**src/rtl/jedro_1_dmem_arb_pkg.sv**
```systemverilog
// Shared types and sizing for the jedro_1 data-memory arbiter.
// Owner encoding is used both for the round-robin history and for routing responses.
package jedro_1_dmem_arb_pkg;

    typedef enum logic [1:0] {
        OWN_CORE = 2'd0,
        OWN_DBG  = 2'd1,
        OWN_NONE = 2'd2
    } dmem_owner_e;

    localparam int unsigned DMEM_MAX_BURST   = 4;
    localparam int unsigned DMEM_BURST_CNT_W = $clog2(DMEM_MAX_BURST + 1);

endpackage

```
**src/rtl/jedro_1_dmem_arbiter.sv**
```systemverilog
// Round-robin arbiter sharing one single-port byte-write RAM between the core LSU and a debug master.
// Grants are combinational; responses return one cycle later to whichever port owned the access.
module jedro_1_dmem_arbiter
    import jedro_1_dmem_arb_pkg::*;
#(
    parameter int DATA_WIDTH = 32,
    parameter int ADDR_WIDTH = 32,
    parameter int MAX_BURST  = DMEM_MAX_BURST
) (
    input  logic                    clk_i,
    input  logic                    rstn_i,

    input  logic                    core_req_i,
    input  logic [DATA_WIDTH/8-1:0] core_we_i,
    input  logic [ADDR_WIDTH-1:0]   core_addr_i,
    input  logic [DATA_WIDTH-1:0]   core_wdata_i,
    output logic                    core_gnt_o,
    output logic                    core_rvalid_o,
    output logic [DATA_WIDTH-1:0]   core_rdata_o,

    input  logic                    dbg_req_i,
    input  logic [DATA_WIDTH/8-1:0] dbg_we_i,
    input  logic [ADDR_WIDTH-1:0]   dbg_addr_i,
    input  logic [DATA_WIDTH-1:0]   dbg_wdata_i,
    output logic                    dbg_gnt_o,
    output logic                    dbg_rvalid_o,
    output logic [DATA_WIDTH-1:0]   dbg_rdata_o,

    output logic                    ram_en_o,
    output logic [DATA_WIDTH/8-1:0] ram_we_o,
    output logic [ADDR_WIDTH-1:0]   ram_addr_o,
    output logic [DATA_WIDTH-1:0]   ram_wdata_o,
    input  logic [DATA_WIDTH-1:0]   ram_rdata_i
);

    localparam int BE_W  = DATA_WIDTH / 8;
    localparam int CNT_W = $clog2(MAX_BURST + 1);

    dmem_owner_e      last_owner;
    dmem_owner_e      resp_owner;
    dmem_owner_e      gnt_owner;
    logic [CNT_W-1:0] burst_cnt;
    logic             keep_last;

    function automatic logic [CNT_W-1:0] sat_inc(input logic [CNT_W-1:0] cnt);
        if (cnt >= CNT_W'(MAX_BURST)) begin
            return CNT_W'(MAX_BURST);
        end
        return cnt + CNT_W'(1);
    endfunction

    // Nothing is granted while reset is held, even with requests pending.
    always_comb begin
        gnt_owner = OWN_NONE;
        keep_last = (burst_cnt < CNT_W'(MAX_BURST));
        if (rstn_i) begin
            if (core_req_i && dbg_req_i) begin
                if (keep_last) begin
                    gnt_owner = last_owner;
                end else begin
                    gnt_owner = (last_owner == OWN_CORE) ? OWN_DBG : OWN_CORE;
                end
            end else if (core_req_i) begin
                gnt_owner = OWN_CORE;
            end else if (dbg_req_i) begin
                gnt_owner = OWN_DBG;
            end
        end
    end

    always_comb begin
        core_gnt_o  = (gnt_owner == OWN_CORE);
        dbg_gnt_o   = (gnt_owner == OWN_DBG);
        ram_en_o    = (gnt_owner != OWN_NONE);
        ram_we_o    = '0;
        ram_addr_o  = core_addr_i;
        ram_wdata_o = core_wdata_i;
        if (gnt_owner == OWN_CORE) begin
            ram_we_o = core_we_i;
        end else if (gnt_owner == OWN_DBG) begin
            ram_we_o    = dbg_we_i;
            ram_addr_o  = dbg_addr_i;
            ram_wdata_o = dbg_wdata_i;
        end
    end

    // An idle cycle breaks any burst; last_owner keeps the round-robin history.
    always_ff @(posedge clk_i or negedge rstn_i) begin
        if (!rstn_i) begin
            last_owner <= OWN_CORE;
            resp_owner <= OWN_NONE;
            burst_cnt  <= '0;
        end else if (gnt_owner != OWN_NONE) begin
            resp_owner <= gnt_owner;
            burst_cnt  <= (gnt_owner == last_owner) ? sat_inc(burst_cnt) : CNT_W'(1);
            last_owner <= gnt_owner;
        end else begin
            resp_owner <= OWN_NONE;
            burst_cnt  <= '0;
        end
    end

    always_comb begin
        core_rvalid_o = (resp_owner == OWN_CORE);
        dbg_rvalid_o  = (resp_owner == OWN_DBG);
        core_rdata_o  = core_rvalid_o ? ram_rdata_i : '0;
        dbg_rdata_o   = dbg_rvalid_o ? ram_rdata_i : '0;
    end

    logic unused_be;
    assign unused_be = (BE_W == 0);

endmodule

```
**config.mk**
```make
export PLATFORM = sky130hd
export DESIGN_NAME = jedro_1_dmem_arbiter
export DESIGN_NICKNAME = d
export VERILOG_FILES = /design/src/rtl/jedro_1_dmem_arb_pkg.sv /design/src/rtl/jedro_1_dmem_arbiter.sv
export SDC_FILE = /design/constraint.sdc
export NUM_CORES = 1
export LEC_CHECK = 0
export BUFFER_PORTS_ARGS = -buffer_cell sky130_fd_sc_hd__buf_2
export CELL_PAD_IN_SITES_DETAIL_PLACEMENT = 0
export CELL_PAD_IN_SITES_GLOBAL_PLACEMENT = 2
export CORE_AREA = 2 2 125 127
export DETAILED_ROUTE_END_ITERATION = 10
export DIE_AREA = 0 0 127 129
export PLACE_DENSITY_LB_ADDON = 0.1
export SETUP_SLACK_MARGIN = 0.05
export SLEW_MARGIN = 40
export SYNTH_ARGS = -nofsm -noshare
export SYNTH_HDL_FRONTEND = slang
export SYNTH_SLANG_ARGS = --single-unit
```
**constraint.sdc**
```tcl
create_clock -name clk_i -period 5.1 [get_ports clk_i]
set_clock_uncertainty 0.05 [all_clocks]
set_input_delay 0.255 -clock clk_i [delete_from_list [all_inputs] [get_ports clk_i]]
set_output_delay 0.255 -clock clk_i [all_outputs]
set_load 0.01 [all_outputs]
```
# ---- Yosys cells after proc, flatten, opt, wreduce, memory -nomap -nowiden
# Index checks and enable logic that the tools add are counted.
dict set report word_totals {
  regBits 7
  output_inout_bits 137
  inputBits 172
}
dict set report classes {
  eq_ne 4
  add_sub_neg 1
  reduce_logical 4
  order_cmp 2
  mux 21
}
# cell count
set ops {}
lappend ops {{2-to-1 mux 32 bit} 6}
lappend ops {{2-to-1 mux 2 bit} 6}
lappend ops {{2-to-1 mux 3 bit} 4}
lappend ops {{2-to-1 mux 4 bit} 2}
lappend ops {{zero test 2 bit} 3}
lappend ops {{== test 2 x 1 -> 1 bit (second input constant)} 2}
lappend ops {{adder 3 x 1 -> 3 bit (second input constant)} 1}
lappend ops {{greater-or-equal comparator 3 bit (second input constant)} 1}
lappend ops {{less-than comparator 3 bit (second input constant)} 1}
lappend ops {{2-to-1 mux 1 bit} 3}
lappend ops {{== test 2 bit} 1}
lappend ops {{!= test 2 bit (second input constant)} 1}
lappend ops {{logical AND 1 bit} 1}

# ---- Logic depth before layout (Yosys ltp)
dict set report logic_depth {
  word_depth 10
  mapped_depth 7
}

# ---- Worst setup path before layout
# Ideal clock, no wire load.
dict set report synth_timing {
  path_kind {register to output}
  start {register burst_cnt[2]}
  end {output port ram_addr_o[18]}
  required_ns 4.795
  n_path_buf 2
  stages_incl_launch_ff 8
  path_slack_ns 3.190
  t_arrival_ns 1.605
  path_cell_list {dfrtp_1 -> buf_4 -> nand2b_4 -> a21o_1 -> a21o_1 -> inv_1 -> buf_4 -> mux2_2}
}
dict set report synth_between {
  elab_chain_len 7
  elab_cells_between_ends 8
  classes_between {order compare (1); eq/ne (1); mux (5); reduce/logical (1)}
}
# item line
set synth_lines {}
lappend synth_lines {{start, declared} jedro_1_dmem_arbiter.sv:42} ;# logic [CNT_W-1:0] burst_cnt;
lappend synth_lines {{start signal, assigned} jedro_1_dmem_arbiter.sv:95} ;# burst_cnt <= (gnt_owner == last_owner) ? sat_inc(burst_cnt) : CNT_W'(1);
lappend synth_lines {{less-than comparator 3 bit} jedro_1_dmem_arbiter.sv:55} ;# keep_last = (burst_cnt < CNT_W'(MAX_BURST));
lappend synth_lines {{2-to-1 mux 2 bit} jedro_1_dmem_arbiter.sv:58} ;# if (keep_last) begin
lappend synth_lines {{2-to-1 mux 2 bit} jedro_1_dmem_arbiter.sv:57} ;# if (core_req_i && dbg_req_i) begin
lappend synth_lines {{2-to-1 mux 2 bit} jedro_1_dmem_arbiter.sv:56} ;# if (rstn_i) begin
lappend synth_lines {{== test 2 x 1 -> 1 bit} -}
lappend synth_lines {{named net dbg_gnt_o} jedro_1_dmem_arbiter.sv:25} ;# output logic dbg_gnt_o,
lappend synth_lines {{2-to-1 mux 32 bit} jedro_1_dmem_arbiter.sv:80} ;# end else if (gnt_owner == OWN_DBG) begin
lappend synth_lines {{2-to-1 mux 32 bit} jedro_1_dmem_arbiter.sv:78} ;# if (gnt_owner == OWN_CORE) begin
lappend synth_lines {{end, declared} jedro_1_dmem_arbiter.sv:31} ;# output logic [ADDR_WIDTH-1:0] ram_addr_o,
# The timed path passes the listed nets, and every way through them passes these cells.

# ---- Worst setup path after layout
dict set report layout_timing {
  start {input port rstn_i}
  end {output port ram_wdata_o[31]}
}
dict set report layout_between {
  elab_chain_len 4
  elab_cells_between_ends 5
  classes_between {eq/ne (1); mux (3); reduce/logical (1)}
}
# item line
set layout_lines {}
lappend layout_lines {{start, declared} jedro_1_dmem_arbiter.sv:11} ;# input logic rstn_i,
lappend layout_lines {{2-to-1 mux 2 bit (*)} jedro_1_dmem_arbiter.sv:56}
lappend layout_lines {{== test 2 x 1 -> 1 bit} jedro_1_dmem_arbiter.sv:80}
lappend layout_lines {{2-to-1 mux 32 bit} jedro_1_dmem_arbiter.sv:80}
lappend layout_lines {{2-to-1 mux 32 bit (*)} jedro_1_dmem_arbiter.sv:78}
lappend layout_lines {{end, declared} jedro_1_dmem_arbiter.sv:32} ;# output logic [DATA_WIDTH-1:0] ram_wdata_o,
# Every way passes the cells marked *; elsewhere a longest branch is shown, timed or not.

==> impl_metrics.xml <==
<?xml version="1.0" encoding="UTF-8"?>
<metrics>
  <group name="status">
    <metric name="status" unit="">complete, no violations</metric>
  </group>
  <group name="floorplanning">
    <metric name="die_area" unit="um2">16400</metric>
    <metric name="i_o_pin_total" unit="">309</metric>
    <metric name="die_w" unit="um">127</metric>
    <metric name="num_rows" unit="">45</metric>
    <metric name="die-height" unit="um">129</metric>
    <metric name="initial_util" unit="%">11.8</metric>
    <metric name="core" unit="um2">15000</metric>
  </group>
  <group name="final_layout">
    <metric name="layout_common_cells" unit="">sky130_fd_sc_hd__buf_2 (308), sky130_fd_sc_hd__and2_1 (65), sky130_fd_sc_hd__mux2_2 (44), sky130_fd_sc_hd__mux2_4 (20), sky130_fd_sc_hd__dfrtp_1 (6)</metric>
    <metric name="commonest_non_fill_non_tap_cell_in_the_layout" unit="">sky130_fd_sc_hd__buf_2</metric>
    <metric name="drive_gt1_share" unit="%">76.7</metric>
    <metric name="nNetsFinal" unit="">672</metric>
    <metric name="design_area" unit="um2">3560</metric>
    <metric name="flow.area_growth_from_synthesis" unit="%">101</metric>
  </group>
  <group name="setup_path">
    <metric name="timing.reg2reg.worst_path_depth" unit="">4</metric>
    <metric name="setup.worst_path.class" unit="">in -&gt; out</metric>
    <metric name="timing.critical_path.from_type" unit="">primary input</metric>
    <metric name="r2r_start" unit="">last_owner[0]$_DFFE_PN0P_</metric>
    <metric name="critical_path.endpoint_type" unit="">output pin</metric>
    <metric name="r2r_setup_slack" unit="ns">3.36</metric>
    <metric name="critical_path.reg2reg.endpoint" unit="">burst_cnt[0]$_DFF_PN0_</metric>
    <metric name="critical_path_fanout_max" unit="">49</metric>
    <metric name="cp_data_arrival_time" unit="ns">2.92</metric>
    <metric name="cp.required" unit="ns">4.80</metric>
  </group>
  <group name="timing">
    <metric name="timing.final.max_slew_violations" unit="">0</metric>
    <metric name="finalCritPeriodShare" unit="%">63.2</metric>
    <metric name="layout_min_cycle_time" unit="ns">3.22</metric>
    <metric name="finalSetupTns" unit="ns">0</metric>
    <metric name="unrepaired_setup_endpoints_after_global_routing" unit="">no</metric>
    <metric name="report.final.hold_viol_count" unit="">0</metric>
    <metric name="fmax" unit="MHz">310</metric>
    <metric name="setup_viol_count_final" unit="">0</metric>
    <metric name="tightestPinTransition" unit="ns">0.744</metric>
    <metric name="worst_slew_margin_rel" unit="%">50.4</metric>
  </group>
  <group name="yosys">
    <metric name="synth_area_per_cell" unit="um2">8.88</metric>
    <metric name="syn_nets" unit="">373</metric>
    <metric name="synth.ff_latch_count" unit="">7</metric>
    <metric name="yosysWarningCount" unit="">0</metric>
    <metric name="synth_edf_count" unit="">0</metric>
    <metric name="seq_area_frac_synth" unit="%">9.99</metric>
    <metric name="postSynthCellCount" unit="">199</metric>
    <metric name="yosys.cell_types.count" unit="">29</metric>
    <metric name="postSynth.asyncResetShare" unit="%">100</metric>
    <metric name="synth_area" unit="um2">1770</metric>
    <metric name="synthFlopType" unit="">sky130_fd_sc_hd__dfrtp_1</metric>
  </group>
  <group name="routing">
    <metric name="detailed_router_s_first_iteration_violation_count" unit="">78</metric>
    <metric name="remaining_drc_errors" unit="">0</metric>
    <metric name="num_vias" unit="">2613</metric>
    <metric name="routed_wire_length_per_instance" unit="um">15.1</metric>
    <metric name="drt-vias-per-instance" unit="">3.81</metric>
    <metric name="drt_wl_total" unit="um">10300</metric>
    <metric name="route.antenna.remaining_nets" unit="">0</metric>
    <metric name="first_pass_iteration_count_of_the_detailed_router" unit="">4</metric>
  </group>
  <group name="clock_tree">
    <metric name="max-clock-path-buffers" unit="">2</metric>
    <metric name="clock_sinks" unit="">7</metric>
    <metric name="clk_pin_slew_worst_paths" unit="ns">0.04</metric>
    <metric name="ctsRootBufferMaster" unit="">sky130_fd_sc_hd__clkbuf_16</metric>
    <metric name="cts-resized-gates" unit="">0</metric>
    <metric name="maximum_level_of_the_cts_h_tree" unit="">1</metric>
    <metric name="tritoncts" unit="">built</metric>
    <metric name="clock_latency_on_the_worst_skew_pair" unit="ns">0.24</metric>
    <metric name="post_cts_setup_buffer_count" unit="">0</metric>
    <metric name="cts_buffers" unit="">3</metric>
  </group>
  <group name="power">
    <metric name="power_density" unit="nW/um2">136</metric>
    <metric name="power.leakage" unit="nW">2.12</metric>
    <metric name="max-vdd-ir-drop" unit="uV">78.7</metric>
  </group>
  <group name="placed_design">
    <metric name="placed_cell_area" unit="um2">3470</metric>
    <metric name="dpl.hpwl" unit="um">9180</metric>
    <metric name="numPortBuffers" unit="">308</metric>
    <metric name="place.gp.congestion" unit="">0.738</metric>
  </group>
  <group name="grt">
    <metric name="grt_first_pass_wirelength" unit="um">13800</metric>
    <metric name="grt_start_max_net_pins" unit="">50</metric>
    <metric name="number_of_antenna_violations_at_the_first_check_in_global_routing" unit="">0</metric>
    <metric name="first_global_vias" unit="">2505</metric>
    <metric name="grt_overflow" unit="">0</metric>
    <metric name="grtUsageTotal" unit="%">10.8</metric>
  </group>
  <group name="min_path">
    <metric name="hold_path_depth" unit="">2</metric>
    <metric name="worstHoldStart" unit="">core_req_i</metric>
    <metric name="hold_end" unit="">resp_owner[0]$_DFF_PN0_</metric>
    <metric name="timing.hold.worst.class" unit="">in -&gt; reg</metric>
  </group>
  <group name="job">
    <metric name="timing.max_cap.violations" unit="">0</metric>
  </group>
</metrics>
-- cells in the mapped netlist, types with 2 or more instances --
master / number / share of area [%]
sky130_fd_sc_hd__a21o_1: 4 / 1.7
sky130_fd_sc_hd__a21oi_1: 3 / 0.85
sky130_fd_sc_hd__a22o_1: 4 / 2.0
sky130_fd_sc_hd__and2_1: 65 / 23
sky130_fd_sc_hd__buf_2: 2 / 0.57
sky130_fd_sc_hd__buf_4: 3 / 1.3
sky130_fd_sc_hd__buf_6: 3 / 1.9
sky130_fd_sc_hd__clkbuf_1: 9 / 1.9
sky130_fd_sc_hd__dfrtp_1: 6 / 8.5
sky130_fd_sc_hd__ha_1: 2 / 1.4
sky130_fd_sc_hd__inv_1: 4 / 0.85
sky130_fd_sc_hd__mux2_2: 44 / 28
sky130_fd_sc_hd__mux2_4: 20 / 17
sky130_fd_sc_hd__nand2_1: 5 / 1.1
sky130_fd_sc_hd__nand2b_1: 3 / 1.1
sky130_fd_sc_hd__nor2_1: 5 / 1.1
sky130_fd_sc_hd__nor2b_1: 2 / 0.71
sky130_fd_sc_hd__nor3_1: 3 / 0.85
sky130_fd_sc_hd__o21ai_0: 2 / 0.57
-- state kept, by name (all words and copies together) (netlist names) --
register / flops
burst_cnt: 3
resp_owner: 2
last_owner: 2
-- layout make-up --
type	count	area [um2]
Antenna cell	1	2.50
Clock buffer	4	78.8
Fill cell	1703	11400
Inverter	4	15.0
Multi-Input combinational cell	171	1480
Sequential cell	7	176
Tap cell	188	235
Timing Repair Buffer	311	1570
-- how the worst max path moves through the flow --
stage / start / to / slack (ns) / depth (start not counted)
after floorplan: burst_cnt[2]$_DFF_PN0_ / ram_addr_o[18] / 3.19 / 7
after global placement: burst_cnt[2]$_DFF_PN0_ / ram_wdata_o[31] / 2.18 / 7
after detailed placement: burst_cnt[2]$_DFF_PN0_ / ram_wdata_o[31] / 2.12 / 7
after CTS: rstn_i / ram_wdata_o[31] / 1.81 / 8
after global routing: rstn_i / ram_addr_o[29] / 1.66 / 8
final: rstn_i / ram_wdata_o[31] / 1.88 / 8
-- report_power, final --
group	switching, W	total, W	internal (W)
sequential	0.00000357	0.0000626	0.0000590
clock	0.0000339	0.000138	0.000104
combinational	0.000129	0.000284	0.000155
-- logic make-up after synthesis --
group	after synthesis	share of synthesized area (%)
xor+xnor	1	0.496
flops	7	9.99
mux	64	45.0
buf+inv	21	6.51
simple gates	87	29.8
fa+ha+maj	2	1.42
compound gates	17	6.73
-- metrics by stage --
stage / cells / power, W / utilization, % / setup WS [ns] / hold slack, ns
finish: 686 / 0.000485 / 23.8 / 1.88 / 0.313
global route: 685 / 0.000513 / 23.7 / 1.66 / 0.321
CTS: 685 / 0.000490 / 23.7 / 1.81 / 0.309
detailed placement: 680 / 0.000353 / 23.1 / 2.12 / 0.105
global placement: 680 / 0.000353 / 23.1 / 2.18 / 0.108
floorplan: 199 / 0.000207 / - / 3.19 / -0.0906
-- repair_timing --
action	CTS	global route
hold endpoints to repair	6	0
setup endpoints to repair	0	0
hold buffers	1	0
-- worst max-delay path: stages --
cell                            delay, ns
sky130_fd_sc_hd__dlygate4sd3_1       0.53
sky130_fd_sc_hd__buf_2               0.23
sky130_fd_sc_hd__nand2_1             0.13
sky130_fd_sc_hd__a21o_2              0.09
sky130_fd_sc_hd__buf_4               0.56
sky130_fd_sc_hd__inv_1               0.56
sky130_fd_sc_hd__mux2_2              0.41
sky130_fd_sc_hd__buf_2               0.14
-- layer usage --
metal / GRT usage, % / wire [um]
met3: 2.16 / 969
met2: 24.0 / 6090
met1: 10.1 / 3240
met4: 1.68 / 31
met5: 0 / 0
No activity file was read; power rests on OpenSTA's default activity.
